## config.mk

```make
export PLATFORM = sky130hd
export DESIGN_NAME = fa_4bit_serial_sub_flat
export DESIGN_NICKNAME = d
export VERILOG_FILES = /design/src/rtl/fa_4bit_serial_sub_if.sv /design/src/rtl/fa_4bit_serial_sub.sv /design/src/flat_wrapper.sv
export SDC_FILE = /design/constraint.sdc
export NUM_CORES = 1
export LEC_CHECK = 0
export CAP_MARGIN = 20
export CELL_PAD_IN_SITES_DETAIL_PLACEMENT = 1
export CELL_PAD_IN_SITES_GLOBAL_PLACEMENT = 2
export CORE_MARGIN = 5
export CORE_UTILIZATION = 37
export CTS_CLUSTER_SIZE = 16
export DETAILED_ROUTE_END_ITERATION = 10
export DONT_BUFFER_PORTS = 1
export GPL_TIMING_DRIVEN = 1
export PLACE_DENSITY_LB_ADDON = 0.1
export SLEW_MARGIN = 20
export SYNTH_ARGS = -nofsm -noshare
export SYNTH_HDL_FRONTEND = slang
export SYNTH_SLANG_ARGS = --single-unit
```

## constraint.sdc

```tcl
create_clock -name clk -period 2.8 [get_ports clk]
set_clock_uncertainty 0.2 [all_clocks]
set_input_delay 0.56 -clock clk [delete_from_list [all_inputs] [get_ports clk]]
set_output_delay 0.56 -clock clk [all_outputs]
set_load 0.02 [all_outputs]
```

## src/rtl/fa_4bit_serial_sub_if.sv

```systemverilog
// Handshake/operand bundle for the bit-serial subtractor.
// The requester drives start/a/b/bi and the subtractor drives busy/done/diff/bo.
interface fa_4bit_serial_sub_if #(
    parameter int unsigned WIDTH = 4
);
    logic             start;
    logic [WIDTH-1:0] a;
    logic [WIDTH-1:0] b;
    logic             bi;
    logic             busy;
    logic             done;
    logic [WIDTH-1:0] diff;
    logic             bo;

    modport master (
        output start, a, b, bi,
        input  busy, done, diff, bo
    );

    modport slave (
        input  start, a, b, bi,
        output busy, done, diff, bo
    );
endinterface

```

## src/rtl/fa_4bit_serial_sub.sv

```systemverilog
// Bit-serial subtractor: diff = a - b - bi, LSB first, one full-subtractor cell per clock.
// Optional macro SERIAL_SUB_SAT_EN clamps diff to 0 on underflow (bo still reports the borrow).
module fa_4bit_serial_sub #(
    parameter int unsigned WIDTH = 4
) (
    input  logic                clk,
    input  logic                rst,
    fa_4bit_serial_sub_if.slave bus
);
    localparam int unsigned CNT_W = $clog2(WIDTH);

    typedef enum logic [1:0] {
        IDLE  = 2'd0,
        SHIFT = 2'd1,
        DONE  = 2'd2
    } state_e;

    state_e             state_q, state_d;
    logic [WIDTH-1:0]   a_q, a_d;
    logic [WIDTH-1:0]   b_q, b_d;
    logic               br_q, br_d;
    logic [WIDTH-1:0]   res_q, res_d;
    logic [CNT_W-1:0]   cnt_q, cnt_d;
    logic [WIDTH-1:0]   diff_q, diff_d;
    logic               bo_q, bo_d;
    logic               busy_q, busy_d;
    logic               done_q, done_d;

    logic               d_bit;
    logic               br_next;
    logic [WIDTH-1:0]   res_next;

    always_ff @(posedge clk) begin
        if (rst) begin
            state_q <= IDLE;
            a_q     <= '0;
            b_q     <= '0;
            br_q    <= 1'b0;
            res_q   <= '0;
            cnt_q   <= '0;
            diff_q  <= '0;
            bo_q    <= 1'b0;
            busy_q  <= 1'b0;
            done_q  <= 1'b0;
        end else begin
            state_q <= state_d;
            a_q     <= a_d;
            b_q     <= b_d;
            br_q    <= br_d;
            res_q   <= res_d;
            cnt_q   <= cnt_d;
            diff_q  <= diff_d;
            bo_q    <= bo_d;
            busy_q  <= busy_d;
            done_q  <= done_d;
        end
    end

    always_comb begin
        state_d  = state_q;
        a_d      = a_q;
        b_d      = b_q;
        br_d     = br_q;
        res_d    = res_q;
        cnt_d    = cnt_q;
        diff_d   = diff_q;
        bo_d     = bo_q;

        // Full-subtractor cell on the current LSBs of the shifting operands
        d_bit    = a_q[0] ^ b_q[0] ^ br_q;
        br_next  = (~a_q[0] & b_q[0]) | (~(a_q[0] ^ b_q[0]) & br_q);
        res_next = {d_bit, res_q[WIDTH-1:1]};

        case (state_q)
            IDLE, DONE: begin
                if (bus.start) begin
                    a_d     = bus.a;
                    b_d     = bus.b;
                    br_d    = bus.bi;
                    cnt_d   = '0;
                    state_d = SHIFT;
                end else begin
                    state_d = IDLE;
                end
            end
            SHIFT: begin
                a_d   = a_q >> 1;
                b_d   = b_q >> 1;
                br_d  = br_next;
                res_d = res_next;
                cnt_d = cnt_q + CNT_W'(1);
                if (cnt_q == CNT_W'(WIDTH - 1)) begin
`ifdef SERIAL_SUB_SAT_EN
                    diff_d = br_next ? '0 : res_next;
`else
                    diff_d = res_next;
`endif
                    bo_d    = br_next;
                    state_d = DONE;
                end
            end
            default: state_d = IDLE;
        endcase

        busy_d = (state_d == SHIFT);
        done_d = (state_d == DONE);
    end

    assign bus.busy = busy_q;
    assign bus.done = done_q;
    assign bus.diff = diff_q;
    assign bus.bo   = bo_q;
endmodule

```

## src/flat_wrapper.sv

```systemverilog
// flat-port wrapper written by rule: the top's interface ports become plain ports
module fa_4bit_serial_sub_flat 
#(
    parameter int unsigned WIDTH = 4
)
  (clk, rst, bus_start, bus_a, bus_b, bus_bi, bus_busy, bus_done, bus_diff, bus_bo);
  fa_4bit_serial_sub_if #(.WIDTH(WIDTH)) bus_i ();
  input  logic clk;
  input  logic rst;
  input wire logic [$bits(bus_i.start)-1:0] bus_start;
  input wire logic [$bits(bus_i.a)-1:0] bus_a;
  input wire logic [$bits(bus_i.b)-1:0] bus_b;
  input wire logic [$bits(bus_i.bi)-1:0] bus_bi;
  output wire logic [$bits(bus_i.busy)-1:0] bus_busy;
  output wire logic [$bits(bus_i.done)-1:0] bus_done;
  output wire logic [$bits(bus_i.diff)-1:0] bus_diff;
  output wire logic [$bits(bus_i.bo)-1:0] bus_bo;
  assign bus_i.start = bus_start;
  assign bus_i.a = bus_a;
  assign bus_i.b = bus_b;
  assign bus_i.bi = bus_bi;
  assign bus_busy = bus_i.busy;
  assign bus_done = bus_i.done;
  assign bus_diff = bus_i.diff;
  assign bus_bo = bus_i.bo;
  fa_4bit_serial_sub #(.WIDTH(WIDTH)) u_core (.clk(clk), .rst(rst), .bus(bus_i));
endmodule
```

# ---- Word-level counts from Yosys, hierarchy flattened
# Cells that the tools add are included.
dict set report totals {
  register_bits 24
  input_bits 12
  out_inout_bits 7
  word_cells 40
}
dict set report op_classes {
  add_sub_neg 1
  eq_ne 6
  n_mux 11
  bitwise_logic 7
  reduce_logical 5
}
# cell n
set ops {}
lappend ops {{case mux 4 bit (2 select lines)} 2}
lappend ops {{2-to-1 mux 4 bit} 2}
lappend ops {{case mux 2 bit (2 select lines)} 2}
lappend ops {{== test 2 bit, second input constant} 3}
lappend ops {{== test 2 x 1 -> 1 bit, second input constant} 2}
lappend ops {{2-to-1 mux 2 bit} 2}
lappend ops {{AND reduction 2 bit} 2}
lappend ops {{adder 2 x 1 -> 2 bit, second input constant} 1}
lappend ops {{bitwise AND 1 bit} 2}
lappend ops {{zero test 2 bit} 1}
lappend ops {{2-to-1 mux 1 bit} 2}
lappend ops {{inequality test 2 bit, second input constant} 1}
lappend ops {{inverter 1 bit} 2}
lappend ops {{case mux 1 bit (2 select lines)} 1}
lappend ops {{nonzero test 2 bit} 1}
lappend ops {{OR reduction 2 bit} 1}
lappend ops {{bitwise XOR 1 bit} 2}
lappend ops {{OR 1 bit} 1}

# ---- Longest topological paths before layout
dict set report depth {
  ltp_word 5
  depth_mapped 5
  depth_no_buf 4
}

# ---- Worst setup path before layout
# Ideal clock, no wire load.
dict set report synth_path {
  path_type {input port to flip-flop}
  start {input bus_start}
  end {register u_core.a_q[0]}
  setup_ps 91
  arrival_time_ps 1134
  t_required_ps 2509
  slack_ps 1375
  stages 4
  n_path_buf 1
  path_cell_list {or2b_1 > buf_4 > nand2_1 > a311oi_1}
}
dict set report synth_via {
  elab_chain_len 2
}
# item line
set synth_lines {}
lappend synth_lines {{start: declaration} flat_wrapper.sv:10} ;# input wire logic [$bits(bus_i.start)-1:0] bus_start;
lappend synth_lines {{inequality test 2 bit (no source line)} n/a}
lappend synth_lines {{AND reduction 2 bit (no source line)} n/a}
lappend synth_lines {{end signal: assignment} fa_4bit_serial_sub.sv:36} ;# a_q <= '0;
lappend synth_lines {{end signal: assignment} fa_4bit_serial_sub.sv:47} ;# a_q <= a_d;
lappend synth_lines {{end: declaration} fa_4bit_serial_sub.sv:19} ;# logic [WIDTH-1:0] a_q, a_d;
# No other way between the ends.
# A chain may end at the register's enable or synchronous reset.

# ---- Final worst setup path
dict set report layout_path {
  start {register u_core.state_q[1]}
  end {register u_core.a_q[1]}
}
dict set report layout_via {
  elab_chain_len 4
  elab_cells_between_ends 8
  classes_between {3 x eq/ne; 1 x mux; 4 x reduce/logical}
}
# item line
set layout_lines {}
lappend layout_lines {{start: declaration} fa_4bit_serial_sub.sv:18} ;# state_e state_q, state_d;
lappend layout_lines {{start signal: assignment} fa_4bit_serial_sub.sv:46} ;# state_q <= state_d;
lappend layout_lines {{== test 2 bit or zero test 2 bit (tied branches)} fa_4bit_serial_sub.sv:74} ;# case (state_q)
lappend layout_lines {{OR reduction 2 bit} fa_4bit_serial_sub.sv:74}
lappend layout_lines {{inequality test 2 bit (no source line) or nonzero test 2 bit (tied branches)} n/a}
lappend layout_lines {{AND reduction 2 bit (no source line)} n/a}
# Several ways; a longest one is shown, not always the timed one.

==> qor.csv <==
stage;metric;value;unit
pwr;Clock power frac;27.0;%
timing;Slew Limit Fails;0;
global_route;largest net degree at the start of global routing;24;
global_route;vias in the first global route;763;
global_route;gr usage total;12.6;%
synthesis;Mapped Avg Cell Area;8.44;sq um
layout;share of cells above drive strength 1;3.88;%
pwr;Net Sw Frac;26.0;%
floorplan;number of cell rows;18;
synthesis;post-synthesis sequential area ratio;51.0;%
setup_path;critical path cell sequence;nand2b_1 > nor2_1 > a311oi_1;
worst_hold_path;Min-Delay Endpoint;u_core.a_q[3]$_SDFFE_PP0P_;
cts;TritonCTS Buffers;3;
layout;commonest non-fill, non-tap cell in the layout;nand2_1;
worst_hold_path;Hold Path Stages;1;
setup_path;Worst EP required;2820;ps
timing;final hold viol count;0;
placed_design;# port buffers;0;
layout;commonest non-fill, non-tap cells in the layout;nand2_1 (25), dfxtp_1 (23), a21oi_1 (13);
detailed_routing;DRC viols;0;
run;Max-Cap Viols;0;
placed_design;Post-DP HPWL;1290;um
global_route;initial antenna violation count;0;
detailed_routing;Avg WL per Cell;14.1;um
pwr;sequential cell fraction of total power;62.7;%
cts;Reg clk slew, reported paths;130;ps
cts;Clock Tree Root;clkbuf_4;
setup_path;start point of the critical path;u_core.state_q[1]$_SDFF_PP0_;
floorplan;initial core utilization;37.5;%
setup_path;Critical Path Sink Type;flip-flop;
floorplan;die width;59.4;um
setup_path;Buf+Inv Stages, Crit Path;0;
cts;Sink Count;23;
pwr;worst vdd ir;0.000216;V
setup_path;CP Class;reg -> reg;
setup_path;Slowest-stage cell, CP;nand2b_1;
floorplan;Die H;59.4;um
setup_path;reg2reg setup slack;1130;ps
cts;hold_buf cts;0;
timing;Least-Margin Pin Slew;815;ps
detailed_routing;total routed wirelength;1870;um
timing;max frequency;598;MHz
pwr;switching pwr;148;uW
synthesis;synthesized area;903;sq um
timing;worst hold slack;101;ps
synthesis;#FFs+latches synth;23;
synthesis;Yosys cell types;19;
detailed_routing;Pre-antenna DRT Iters;2;
placed_design;GP Congestion;0.656;
setup_path;worst r2r src;u_core.state_q[1]$_SDFF_PP0_;
layout;area grow syn2layout;2.49;%
cts;Setup Fix Bufs, Post-CTS;0;
floorplan;overall die area;3530;sq um
detailed_routing;DR vias;702;
floorplan;# IOs;19;
pwr;combinational share of power;10.2;%
floorplan;core area;2410;sq um
setup_path;worst path arrival time;1690;ps
detailed_routing;vias per inst;5.28;
cts;CTS tree;yes;
pwr;Leak;0.000327;uW
timing;Slew Limit Headroom;45.7;%
timing;Tmin final;1670;ps
layout;fillers;296;
timing;RSZ-0062 raised after global routing;no;
detailed_routing;remaining antenna violation count;0;
synthesis;Ys Warns;0;
layout;diode count;0;
worst_hold_path;HP Class;in -> reg;
setup_path;reg-to-reg critical path endpoint;u_core.a_q[1]$_SDFFE_PP0P_;
setup_path;CP top delay family;simple AND/OR/NAND/NOR gates;
timing;final worst-path cycle share;59.7;%
timing;Setup TNS;0;ps
worst_hold_path;hold path start;rst;
pwr;Power Internal;420;uW
cts;clock buffer depth;2;
setup_path;FF-to-FF path depth;3;
global_route;gr ovfl total;0;
cts;# resized after CTS;0;
cts;Clk Latency, worst-skew pair;300;ps
cts;htree depth;1;
setup_path;CP Max Fanout;22;
layout;final net count;118;
setup_path;CP peak stage delay;650;ps
layout;post-layout instance count excluding filler cells;133;
detailed_routing;initial DRC count;18;
status;outcome;finished clean;
setup_path;Startpoint Class;flip-flop;
global_route;first-pass GRT wire length;3280;um
placed_design;placed cell count;129;
timing;final setup violation count;0;
synthesis;Cells after Synth;107;
pwr;power density cells;614;nW/um^2
synthesis;syn nets;121;
synth_stat cells:
| cell type | number | area (sq um) |
|---|---|---|
| fa_1 | 1 | 20.0 |
| nand2_1 | 25 | 93.8 |
| and2b_1 | 1 | 7.51 |
| nor2b_1 | 1 | 6.26 |
| nand3_1 | 9 | 45.0 |
| o21a_1 | 1 | 7.51 |
| buf_2 | 4 | 20.0 |
| nand3b_1 | 1 | 7.51 |
| ha_1 | 1 | 12.5 |
| nor2_1 | 10 | 37.5 |
| or2b_1 | 1 | 7.51 |
| a311oi_1 | 7 | 61.3 |
| inv_1 | 2 | 7.51 |
| a2bb2oi_1 | 1 | 8.76 |
| a21oi_1 | 13 | 65.1 |
| clkbuf_1 | 2 | 7.51 |
| nand2b_1 | 2 | 12.5 |
| dfxtp_1 | 23 | 460 |
| buf_4 | 2 | 15.0 |
sequential cells by signal, summed over array words and instances (netlist names):
register / cells
u_core.a_q: 4
u_core.b_q: 4
u_core.br_q: 1
u_core.bus.bo: 1
u_core.bus.busy: 1
u_core.bus.diff: 4
u_core.bus.done: 1
u_core.cnt_q: 2
u_core.res_q: 3
u_core.state_q: 2
area by class of cell:
class / instances / area, sq um / area share, %
flip-flops and latches: 23 / 460 / 49.7
multi-input cells: 74 / 393 / 42.4
well taps: 30 / 37.5 / 4.05
clock buffers: 3 / 22.5 / 2.43
inverters: 2 / 7.51 / 0.811
clock inverters: 1 / 5.00 / 0.541
metrics by stage:
step / util, % / total power (uW) / setup slack [ps] / instance area, sq um
after floorplan: - / 417 / 1380 / 903
after global placement: 37.3 / 420 / 1070 / 898
after detailed placement: 37.3 / 424 / 1010 / 898
after CTS: 38.4 / 581 / 1090 / 926
after global routing: 38.4 / 605 / 970 / 926
final: 38.4 / 568 / 1130 / 926
cell families after synthesis:
logic type | share of synthesized area, %
AOI/OAI and AO/OA | 15.8
buffers and inverters | 5.54
and+or+nand+nor | 24.1
adders and majority gates | 3.60
DFF | 51.0
how the worst max path moves through the flow:
stage	endpoint	depth (start not counted)
floorplan	u_core.a_q[0]$_SDFFE_PP0P_	4
global placement	u_core.b_q[1]$_SDFFE_PP0P_	3
detailed placement	u_core.a_q[1]$_SDFFE_PP0P_	3
CTS	u_core.a_q[1]$_SDFFE_PP0P_	3
global route	u_core.a_q[1]$_SDFFE_PP0P_	3
finish	u_core.a_q[1]$_SDFFE_PP0P_	3
power groups by stage:
stage	Sequential, uW	Combinational [uW]	Clock [uW]
after floorplan	361	55.6	0
after global placement	364	56.1	0
after detailed placement	364	59.4	0
after CTS	357	59.6	165
after global routing	359	66.9	179
final	356	58.1	154
layer usage:
layer | share of wire (%) | vias to the layer above | track usage (%)
met5 | 0 | - | 0
met4 | 1.3 | 0 | 5.83
met2 | 48 | 15 | 22.8
met1 | 43 | 333 | 13.1
li1 | - | 352 | -
met3 | 7.1 | 2 | 3.70
No activity file was read; power rests on OpenSTA's default activity.
